[config.mk]
export PLATFORM = sky130hd
export DESIGN_NAME = nes_pad_reader
export DESIGN_NICKNAME = d
export VERILOG_FILES = /design/src/rtl/nes_pad_reader.sv
export SDC_FILE = /design/constraint.sdc
export NUM_CORES = 1
export LEC_CHECK = 0
export ABC_AREA = 1
export CORE_ASPECT_RATIO = 0.7
export CORE_UTILIZATION = 40
export DETAILED_ROUTE_END_ITERATION = 8
export GPL_TIMING_DRIVEN = 0
export PLACE_DENSITY = 0.59
export SETUP_SLACK_MARGIN = 0.5
export SLEW_MARGIN = 5
export SYNTH_ARGS = -nofsm -noshare
export SYNTH_HDL_FRONTEND = slang
export SYNTH_SLANG_ARGS = --single-unit
export TNS_END_PERCENT = 10
[constraint.sdc]
create_clock -name clk -period 1.6 [get_ports clk]
set_input_delay 0.16 -clock clk [delete_from_list [all_inputs] [get_ports clk]]
set_output_delay 0.16 -clock clk [all_outputs]
set_load 0.01 [all_outputs]
[src/rtl/nes_pad_reader.sv]
// NES/SNES-style controller reader: latches the pad, shifts eight bits in over
// the serial line and presents them as active-high button state.
module nes_pad_reader #(
   parameter int TICK_DIV = 150
) (
   input  logic       clk,
   input  logic       rst_n,
   input  logic       poll,
   input  logic       nes_data,
   output logic       nes_latch,
   output logic       nes_clk,
   output logic [7:0] buttons,
   output logic       valid,
   output logic       pad_absent,
   output logic       busy,
   output logic [2:0] dbg_state
);

   localparam int CW = $clog2(TICK_DIV);

   typedef enum logic [2:0] {
      S_IDLE  = 3'd0,
      S_LATCH = 3'd1,
      S_LOW   = 3'd2,
      S_HIGH  = 3'd3,
      S_DONE  = 3'd4
   } state_t;

   state_t          state;
   logic [CW-1:0]   tick_cnt;
   logic [2:0]      bit_idx;
   logic [7:0]      raw;
   logic [7:0]      raw_next;
   logic [1:0]      sync_q;
   logic            tick;

   assign tick      = (tick_cnt == CW'(TICK_DIV - 1));
   assign dbg_state = state;

   // Raw image including the bit being captured this cycle, so the final
   // LOW tick can publish all eight bits in the same edge that raises valid.
   always_comb begin
      raw_next          = raw;
      raw_next[bit_idx] = sync_q[1];
   end

   always_ff @(posedge clk) begin
      if (!rst_n) begin
         sync_q <= 2'b00;
      end else begin
         sync_q <= {sync_q[0], nes_data};
      end
   end

   always_ff @(posedge clk) begin
      if (!rst_n) begin
         state      <= S_IDLE;
         tick_cnt   <= '0;
         bit_idx    <= 3'd0;
         raw        <= 8'h00;
         nes_latch  <= 1'b0;
         nes_clk    <= 1'b1;
         buttons    <= 8'h00;
         valid      <= 1'b0;
         pad_absent <= 1'b0;
         busy       <= 1'b0;
      end else begin
         valid <= 1'b0;
         if (state == S_LATCH || state == S_LOW || state == S_HIGH) begin
            tick_cnt <= tick ? '0 : tick_cnt + 1'b1;
         end
         case (state)
            S_IDLE: begin
               if (poll) begin
                  state     <= S_LATCH;
                  nes_latch <= 1'b1;
                  busy      <= 1'b1;
                  tick_cnt  <= '0;
                  bit_idx   <= 3'd0;
               end
            end
            // bit_idx doubles as the latch tick count before the shift starts
            S_LATCH: begin
               if (tick) begin
                  if (bit_idx == 3'd1) begin
                     state     <= S_LOW;
                     nes_latch <= 1'b0;
                     nes_clk   <= 1'b0;
                     bit_idx   <= 3'd0;
                  end else begin
                     bit_idx <= 3'd1;
                  end
               end
            end
            S_LOW: begin
               if (tick) begin
                  raw[bit_idx] <= sync_q[1];
                  nes_clk      <= 1'b1;
                  if (bit_idx == 3'd7) begin
                     state      <= S_DONE;
                     valid      <= 1'b1;
                     buttons    <= ~raw_next;
                     pad_absent <= (raw_next == 8'h00);
                  end else begin
                     state <= S_HIGH;
                  end
               end
            end
            S_HIGH: begin
               if (tick) begin
                  state   <= S_LOW;
                  nes_clk <= 1'b0;
                  bit_idx <= bit_idx + 3'd1;
               end
            end
            S_DONE: begin
               state <= S_IDLE;
               busy  <= 1'b0;
            end
            default: begin
               state <= S_IDLE;
               busy  <= 1'b0;
            end
         endcase
      end
   end

endmodule

# Word level (Yosys, flattened, before mapping)
# Index checks and enable logic that the tools add are counted.
[op_classes]
n_addsub = 2
n_shift = 0
eq_ne = 11
n_div = 0
bitwise_logic = 2
n_mul = 0
mux = 28
n_reduce_logical = 17
n_lt_le_gt_ge = 2
[ops]
columns = ["operator", "count"]
rows = [
  ["8-bit 2-to-1 mux", 4],
  ["3-bit 2-to-1 mux", 9],
  ["3-bit case mux with 4 select lines", 1],
  ["5-bit AND reduction", 2],
  ["3-bit case mux with 3 select lines", 1],
  ["8-bit by 1-bit adder with 8-bit output (second input constant)", 1],
  ["8-bit bitwise mux", 1],
  ["8-bit == test (second input constant)", 1],
  ["8-bit zero test", 1],
  ["1-bit 2-to-1 mux", 8],
  ["2-bit != test (second input constant)", 4],
  ["8-bit NOT", 1],
  ["4-bit AND reduction", 2],
  ["3-bit by 1-bit == test with 1-bit output (second input constant)", 2],
  ["3-bit by 2-bit == test with 1-bit output (second input constant)", 2],
  ["3-bit AND reduction", 2],
  ["3-bit nonzero test", 2],
  ["3-bit by 4-bit < comparator with 1-bit output (second input constant)", 1],
  ["1-bit case mux with 2 select lines", 2],
  ["2-bit AND reduction", 2],
  ["3-bit by 1-bit adder with 3-bit output (second input constant)", 1],
  ["1-bit demux with 3-bit select", 1],
  ["3-bit == test (second input constant)", 1],
  ["3-bit by 1-bit greater-or-equal comparator with 1-bit output (second input constant)", 1],
  ["8 further kinds", 9],
]
[word_totals]
in_bits = 4
mem_bits_ro = 0
mem_bits_rw = 0
output_inout_bits = 16
latchBits = 0
register_bits = 37
mem_count = 0

# Longest topological paths before layout
# Gate-level depths: netlist of run 1.
[depth]
ltp_word = 6
depth_mapped = 11
ltp_nobuf = 10

# Least setup slack after synthesis of run 1
# OpenSTA, ideal clock, no wires.
[synth_path]
kind = "register to register"
from = "register bit_idx[0]"
to = "register buttons[4]"
path_slack_ps = 242
setup_ps = 116
period_less_slack_ps = 1358
stages_incl_launch_ff = 9
t_arrival_ps = 1242
path_buffers = 0
cell_sequence = "dfxtp_1 ha_1 ha_1 inv_1 nor2_4 nand2_4 clkinv_4 o21ai_0 nor2_1"
[synth_between]
elab_chain_len = 6
elab_cells_between_ends = 9
[synth_lines]
columns = ["item", "line", "text"]
rows = [
  ["from (decl)", "31", "logic [2:0] bit_idx;"],
  ["from (signal assigned)", "113", "bit_idx <= bit_idx + 3'd1;"],
  ["3-bit by 4-bit < comparator with 1-bit output (not written as such) / 3-bit by 1-bit greater-or-equal comparator with 1-bit output (equally long branches)", "44", "raw_next[bit_idx] = sync_q[1];"],
  ["1-bit logical AND (not written as such)", "44", ""],
  ["1-bit 2-to-1 mux (not written as such)", "44", ""],
  ["1-bit demux with 3-bit select", "44", ""],
  ["8-bit bitwise mux", "44", ""],
  ["8-bit NOT", "102", "buttons <= ~raw_next;"],
  ["to (signal assigned)", "102", ""],
  ["to (decl)", "12", "output logic [7:0] buttons,"],
]
# Parallel ways exist; a longest one is shown, timed or not.
# A chain may end at the register's enable or synchronous reset.

# Final worst setup path of run 1
[layout_path]
from = "register tick_cnt[1]"
to = "register tick_cnt[5]"
[layout_between]
elab_chain_len = 5
elab_cells_between_ends = 6
[layout_lines]
columns = ["item", "line", "text"]
rows = [
  ["from (decl)", "30", "logic [CW-1:0] tick_cnt;"],
  ["from (signal assigned)", "70", "tick_cnt <= tick ? '0 : tick_cnt + 1'b1;"],
  ["8-bit by 1-bit adder with 8-bit output / 8-bit == test (equally long branches)", "70, 37", ""],
  ["8-bit 2-to-1 mux *", "70", ""],
  ["8-bit 2-to-1 mux *", "69", "if (state == S_LATCH || state == S_LOW || state == S_HIGH) begin"],
  ["8-bit 2-to-1 mux", "74", "if (poll) begin"],
  ["8-bit 2-to-1 mux *", "72", "case (state)"],
]
# Every way passes the cells marked *; elsewhere a longest branch is shown, timed or not.

==> results of run 1 <==
==> kinds of logic (layout without fill, tap and decap cells) <==
group	after synthesis	after routing	synth area share, %
and+or+nand+nor	121	121	31.5
DFF	37	37	38.9
buffers and inverters	48	86	10.5
xor gates and xnor gates	2	2	0.921
adders and majority gates	5	5	3.29
AOI/OAI and AO/OA	50	50	14.9
==> routing by layer <==
layer | vias to the layer above | GRT usage [%] | part of all wire, %
met5 | - | 0 | 0
met4 | 0 | 5.81 | 0.63
met3 | 3 | 4.28 | 3.7
met2 | 29 | 24.7 | 37
met1 | 749 | 27.9 | 59
li1 | 916 | - | -
==> worst min path at each step <==
stage              start   endpoint  depth (start not counted)
3_3_place_gp   sync_q[0]  sync_q[1]                          2
3_5_place_dp   sync_q[0]  sync_q[1]                          2
6_report        nes_data  sync_q[0]                          3
4_1_cts         nes_data  sync_q[0]                          3
5_1_grt         nes_data  sync_q[0]                          3
2_1_floorplan   nes_data  sync_q[0]                          2
==> worst min-delay path, stage by stage <==
cell and delay [ps]:
clkdlybuf4s50_1 400, nand2_1 60, inv_1 30
==> stage by stage <==
step / instance area [µm²] / setup TNS [ps]
6_report: 2500 / 0
5_1_grt: 2500 / 0
4_1_cts: 2430 / 0
3_5_place_dp: 2210 / -155
3_3_place_gp: 2210 / -267
2_1_floorplan: 1950 / 0
==> final cells by class <==
class	count	area (µm²)	area share, %
tap	55	68.8	2.75
multi-input combinational	178	1060	42.4
buffer	7	61.3	2.45
timing repair buffer	30	278	11.1
inverter	41	166	6.64
clock buffer	7	96.3	3.85
clock inverter	1	5.00	0.200
sequential	37	768	30.7
==> layout by cell type (no fill, tap or decap), types with 5 or more instances in the layout <==
master	n
a21oi_1	18
nor3_1	8
inv_2	9
dfxtp_4	6
o21ai_0	10
inv_1	28
clkdlybuf4s50_1	16
nand2_2	8
o21ai_1	11
o21ai_2	6
clkbuf_8	8
nand2_1	48
nand3_1	9
buf_6	5
nor2_2	8
buf_4	9
dfxtp_1	27
nor2_1	24
==> state kept, by name, summed over array words and instances, names as in the netlist <==
register and flops:
dbg_state 3, sync_q 2, buttons 8, pad_absent 1
nes_clk 1, busy 1, raw 8, valid 1
nes_latch 1, bit_idx 3, tick_cnt 8
==> timing repair <==
action | 4_1_cts | 5_1_grt
hold endpoints to repair | 0 | 0
pin swaps | 5 | 4
cloned | 0 | 0
resized for setup | 29 | 17
buffers inserted | 7 | 4
endpoints found under the setup margin | 53 | 52
==> where the power goes <==
group	total (mW)	internal (mW)	switching, mW
sequential	1.15	1.04	0.110
combinational	1.23	0.492	0.741
clock	0.735	0.390	0.345
==> impl_metrics.toml, run 1 <==
[status]
status = "finished with violations"
failed_checks = "design-rule violations"

[place]
numPortBuffers = 19
dpl.cell_count = 337
post-dp-hpwl_um = 3030
gp_congestion = 0.811
pre_cts_ws_ps = -47.8

[logic_synthesis]
synth_seq_cells = 37
synth_area_leader_cell = "dfxtp_1"
ys_types = 34
synth_area_um2 = 1900
yosysWarningCount = 0
ys_dominant_reg_cell = "dfxtp_1"
async_reset_ff_share_pct = 0
ys_seq_area_share_pct = 38.9
synthCells = 263
synth_area_leaders = "dfxtp_1 (39%), nand2_1 (11%), inv_1 (6.3%)"
syn_nets = 272
synth.avg_cell_area_um2 = 7.24
synth.most_common_cell = "nand2_1"
synth_top_area_share_pct = 38.9
synth-edff-count = 0
synthTopCellsByCount = "nand2_1 (54), dfxtp_1 (37), inv_1 (32)"

[flow_run]
max_cap_viol_count = 0

[sta]
tightestPinTransition_ps = 631
fin_worst_skew_ps = 4.59
hold_viol = 0
setup_viol = 0
period_needed_ps = 1400
holdWs_ps = 394
slew_headroom_pct = 57.9
period_share_pct = 87.4
fmax_mhz = 715
layout_setup_ws_ps = 202
grt_setup_unrepaired = "true"
maxSlewViolCount = 0

[global_routing]
grt-ovfl-total = 0
grt_use_total_pct = 18.2
grt_pass1_vias = 1432
grt_pass1_wl_um = 6920
grt_antenna_before_repair = 0
grt_start_max_net_pins = 12

[setup_path]
r2r_end = "tick_cnt[5]"
critPathSlowestCell = "dfxtp_2"
r2r_slack_ps = 200
cp_num_cells = 8
crit_family = "simple AND/OR/NAND/NOR gates"
r2r_cells = 8
r2r_start = "tick_cnt[1]"
path_cells = "inv_2 > ha_4 > nand4_4 > nor2_8 > inv_2 > o21ai_4 > buf_6 > nor3b_1"
crit_end = "tick_cnt[5]"
end_kind = "register"
crit_arrival_ps = 1580
criticalPathCategory = "register to register"
crit_fanout = 6
start_kind = "register"
cp_slowest_stage_delay_ps = 330
cp-startpoint = "tick_cnt[1]"
worstPathRequired_ps = 1790
crit_buf_inv = 3
cp_common_cell = "inv_2"

[clock_network]
cts.sinks = 37
root_buffer = "clkbuf_8"
clock_latency_ps = 290
cts.reportedPaths.clkPinSlew_ps = 80
ctsHtreeMaxLevel = 2
hold_buffers = 0
cts_buffers = 5
clock_path_buffers = 2
cts_tree = "done"

[floorplanning]
core_area_um2 = 4450
start_util_pct = 42.7
die_area_um2 = 5040
fp.dieW_um = 84.4
placementRows = 20
die_y_um = 59.7
io_pins = 20

[drt]
finalWirelength_um = 4260
antenna_left = 0
vias = 1697
drc = 3
post_drt_wl_per_cell_um = 12.0
drtIter0Drc = 59
dr.pass1.iters = 6
via_per_inst = 4.77

[power]
totalPowerFinal_mw = 3.12
p_per_area_nw_per_um2 = 1250
ir_drop_mv = 0.517
power.leakage_nw = 1.10

[final_layout]
area_delta_synth_final_pct = 31.6
fillers = 416
utilization_pct = 56.2
diodes = 0
drive_above_1_share_pct = 29.6
nNetsFinal = 309
fin_cells = 356

[worst_hold_path]
hold_class = "primary input to register"
Power figures use the tool's default switching activity.
==> run 2, diff against run 1 <==
==> constraint.sdc (replaced) <==
create_clock -name clk -period 1.5 [get_ports clk]
set_input_delay 0.15 -clock clk [delete_from_list [all_inputs] [get_ports clk]]
set_output_delay 0.15 -clock clk [all_outputs]
set_load 0.01 [all_outputs]
==> impl_metrics.toml, run 2 (synthesis results as in run 1) <==
[sta]
fin_worst_skew_ps = 4.59
period_share_pct = 93.2
grt_setup_unrepaired = "true"
hold_viol = 0
setup_viol = 0
tightestPinTransition_ps = 631
period_needed_ps = 1400
holdWs_ps = 384
maxSlewViolCount = 0
fmax_mhz = 715
tns_ps = 0
slew_headroom_pct = 57.9

[power]
totalPowerFinal_mw = 3.33
power.internal_mw = 2.05
ir_drop_mv = 0.551
p_switching_mw = 1.28
p_per_area_nw_per_um2 = 1330
power.leakage_nw = 1.10
p_clk_share_pct = 23.6
p_seq_share_pct = 37.0
p_comb_share_pct = 39.4
switching_share_pct = 38.4

[worst_hold_path]
holdPathEnd = "sync_q[0]"
hold_class = "primary input to register"
holdPathStages = 3
min_from = "nes_data"

[drt]
drc = 3
via_per_inst = 4.77
dr.pass1.iters = 6
drtIter0Drc = 59
vias = 1697
antenna_left = 0
post_drt_wl_per_cell_um = 12.0
finalWirelength_um = 4270

[setup_path]
r2r_start = "tick_cnt[1]"
r2r_cells = 8
crit_fanout = 6
crit_arrival_ps = 1580
start_kind = "register"
r2r_slack_ps = 100
end_kind = "register"
worstPathRequired_ps = 1690
cp-startpoint = "tick_cnt[1]"
criticalPathCategory = "register to register"
r2r_end = "tick_cnt[5]"

[final_layout]
layout_commonest_cell = "nand2_1"
fin_cells = 356
area_delta_synth_final_pct = 31.4
reg_top3 = "buttons (8), raw (8), tick_cnt (8)"
seqCellArea_um2 = 768
multi_input_area_um2 = 1060
diodes = 0
nNetsFinal = 309
mostFrequentLayoutCells = "nand2_1 (48), inv_1 (28), dfxtp_1 (27)"
drive_above_1_share_pct = 29.9
fillers = 416

[clock_network]
cts.sinks = 37
cts_buffers = 5
hold_buffers = 0
root_buffer = "clkbuf_8"
cts.reportedPaths.clkPinSlew_ps = 80
clock_path_buffers = 2
ctsHtreeMaxLevel = 2
cts_tree = "done"
clock_latency_ps = 290

[floorplanning]
fp.dieW_um = 84.4
die_area_um2 = 5040
placementRows = 20
start_util_pct = 42.7
core_area_um2 = 4450
io_pins = 20
die_y_um = 59.7

[place]
gp_congestion = 0.811
numPortBuffers = 19
post-dp-hpwl_um = 3030
dpl.cell_count = 337

[global_routing]
grt_start_max_net_pins = 12
grt_pass1_wl_um = 6920
grt_pass1_vias = 1432
grt_use_total_pct = 18.2
grt-ovfl-total = 0
grt_antenna_before_repair = 0

[flow_run]
max_cap_viol_count = 0

[status]
failed_checks = "design-rule violations"
status = "finished with violations"
run 2: power by group through the flow:
stage	combinational, mW	sequential (mW)	clock (mW)
2_1_floorplan	0.790	1.24	0
3_5_place_dp	1.11	1.24	0
4_1_cts	1.23	1.23	0.804
3_3_place_gp	1.11	1.24	0
5_1_grt	1.46	1.25	0.846
6_report	1.31	1.23	0.784
run 2: layer usage:
layer / part of all wire (%) / global-route usage (%)
met1: 59 / 27.9
met2: 37 / 24.7
met3: 3.7 / 4.28
met4: 0.63 / 5.81
met5: 0 / 0
run 2: worst max path at each step:
stage | endpoint | slack, ps | cells after the start
finish | tick_cnt[5] | 100 | 8
global route | bit_idx[0] | 30 | 8
CTS | tick_cnt[5] | 130 | 8
detailed placement | bit_idx[0] | -140 | 5
global placement | bit_idx[0] | -160 | 5
floorplan | tick_cnt[7] | 170 | 9
run 2: critical path, cell delays in order, from the launching register on:
cell and delay, ps:
dfxtp_2 330, inv_2 50, ha_4 130, nand4_4 110, nor2_8 190, inv_2 80
o21ai_4 220, buf_6 130, nor3b_1 40
run 2: what timing repair did:
| item | 4_1_cts | 5_1_grt |
|---|---|---|
| setup endpoints to repair | 53 | 52 |
| buffers inserted | 7 | 4 |
| resized for setup | 31 | 17 |
| pin swaps | 5 | 4 |
run 2: final cells by class:
type	instances	share of cell area [%]
flip-flops and latches	37	30.7
clock inverters	1	0.200
plain buffers	7	2.45
well taps	55	2.75
multi-input cells	178	42.4
repair buffers	30	10.9
clock buffers	7	3.85
inverters	41	6.66
run 2: through the flow:
step / area, µm² / setup WS (ps) / utilization, %
4_1_cts: 2420 / 130 / 54.4
3_3_place_gp: 2210 / -165 / 49.7
3_5_place_dp: 2210 / -138 / 49.7
5_1_grt: 2500 / 34.7 / 56.1
2_1_floorplan: 1950 / 165 / -
6_report: 2500 / 102 / 56.1
==> run 3, diff against run 2 <==
--- a/config.mk
+++ b/config.mk
@@ -6,6 +6,8 @@
 export NUM_CORES = 1
 export LEC_CHECK = 0
 export ABC_AREA = 1
+export ABC_CLOCK_PERIOD_IN_PS = 1500
+export CAP_MARGIN = 20
 export CORE_ASPECT_RATIO = 0.7
 export CORE_UTILIZATION = 40
 export DETAILED_ROUTE_END_ITERATION = 8
==> results of run 3 <==
Final layout, timing and power as in run 2 (identical DEF).
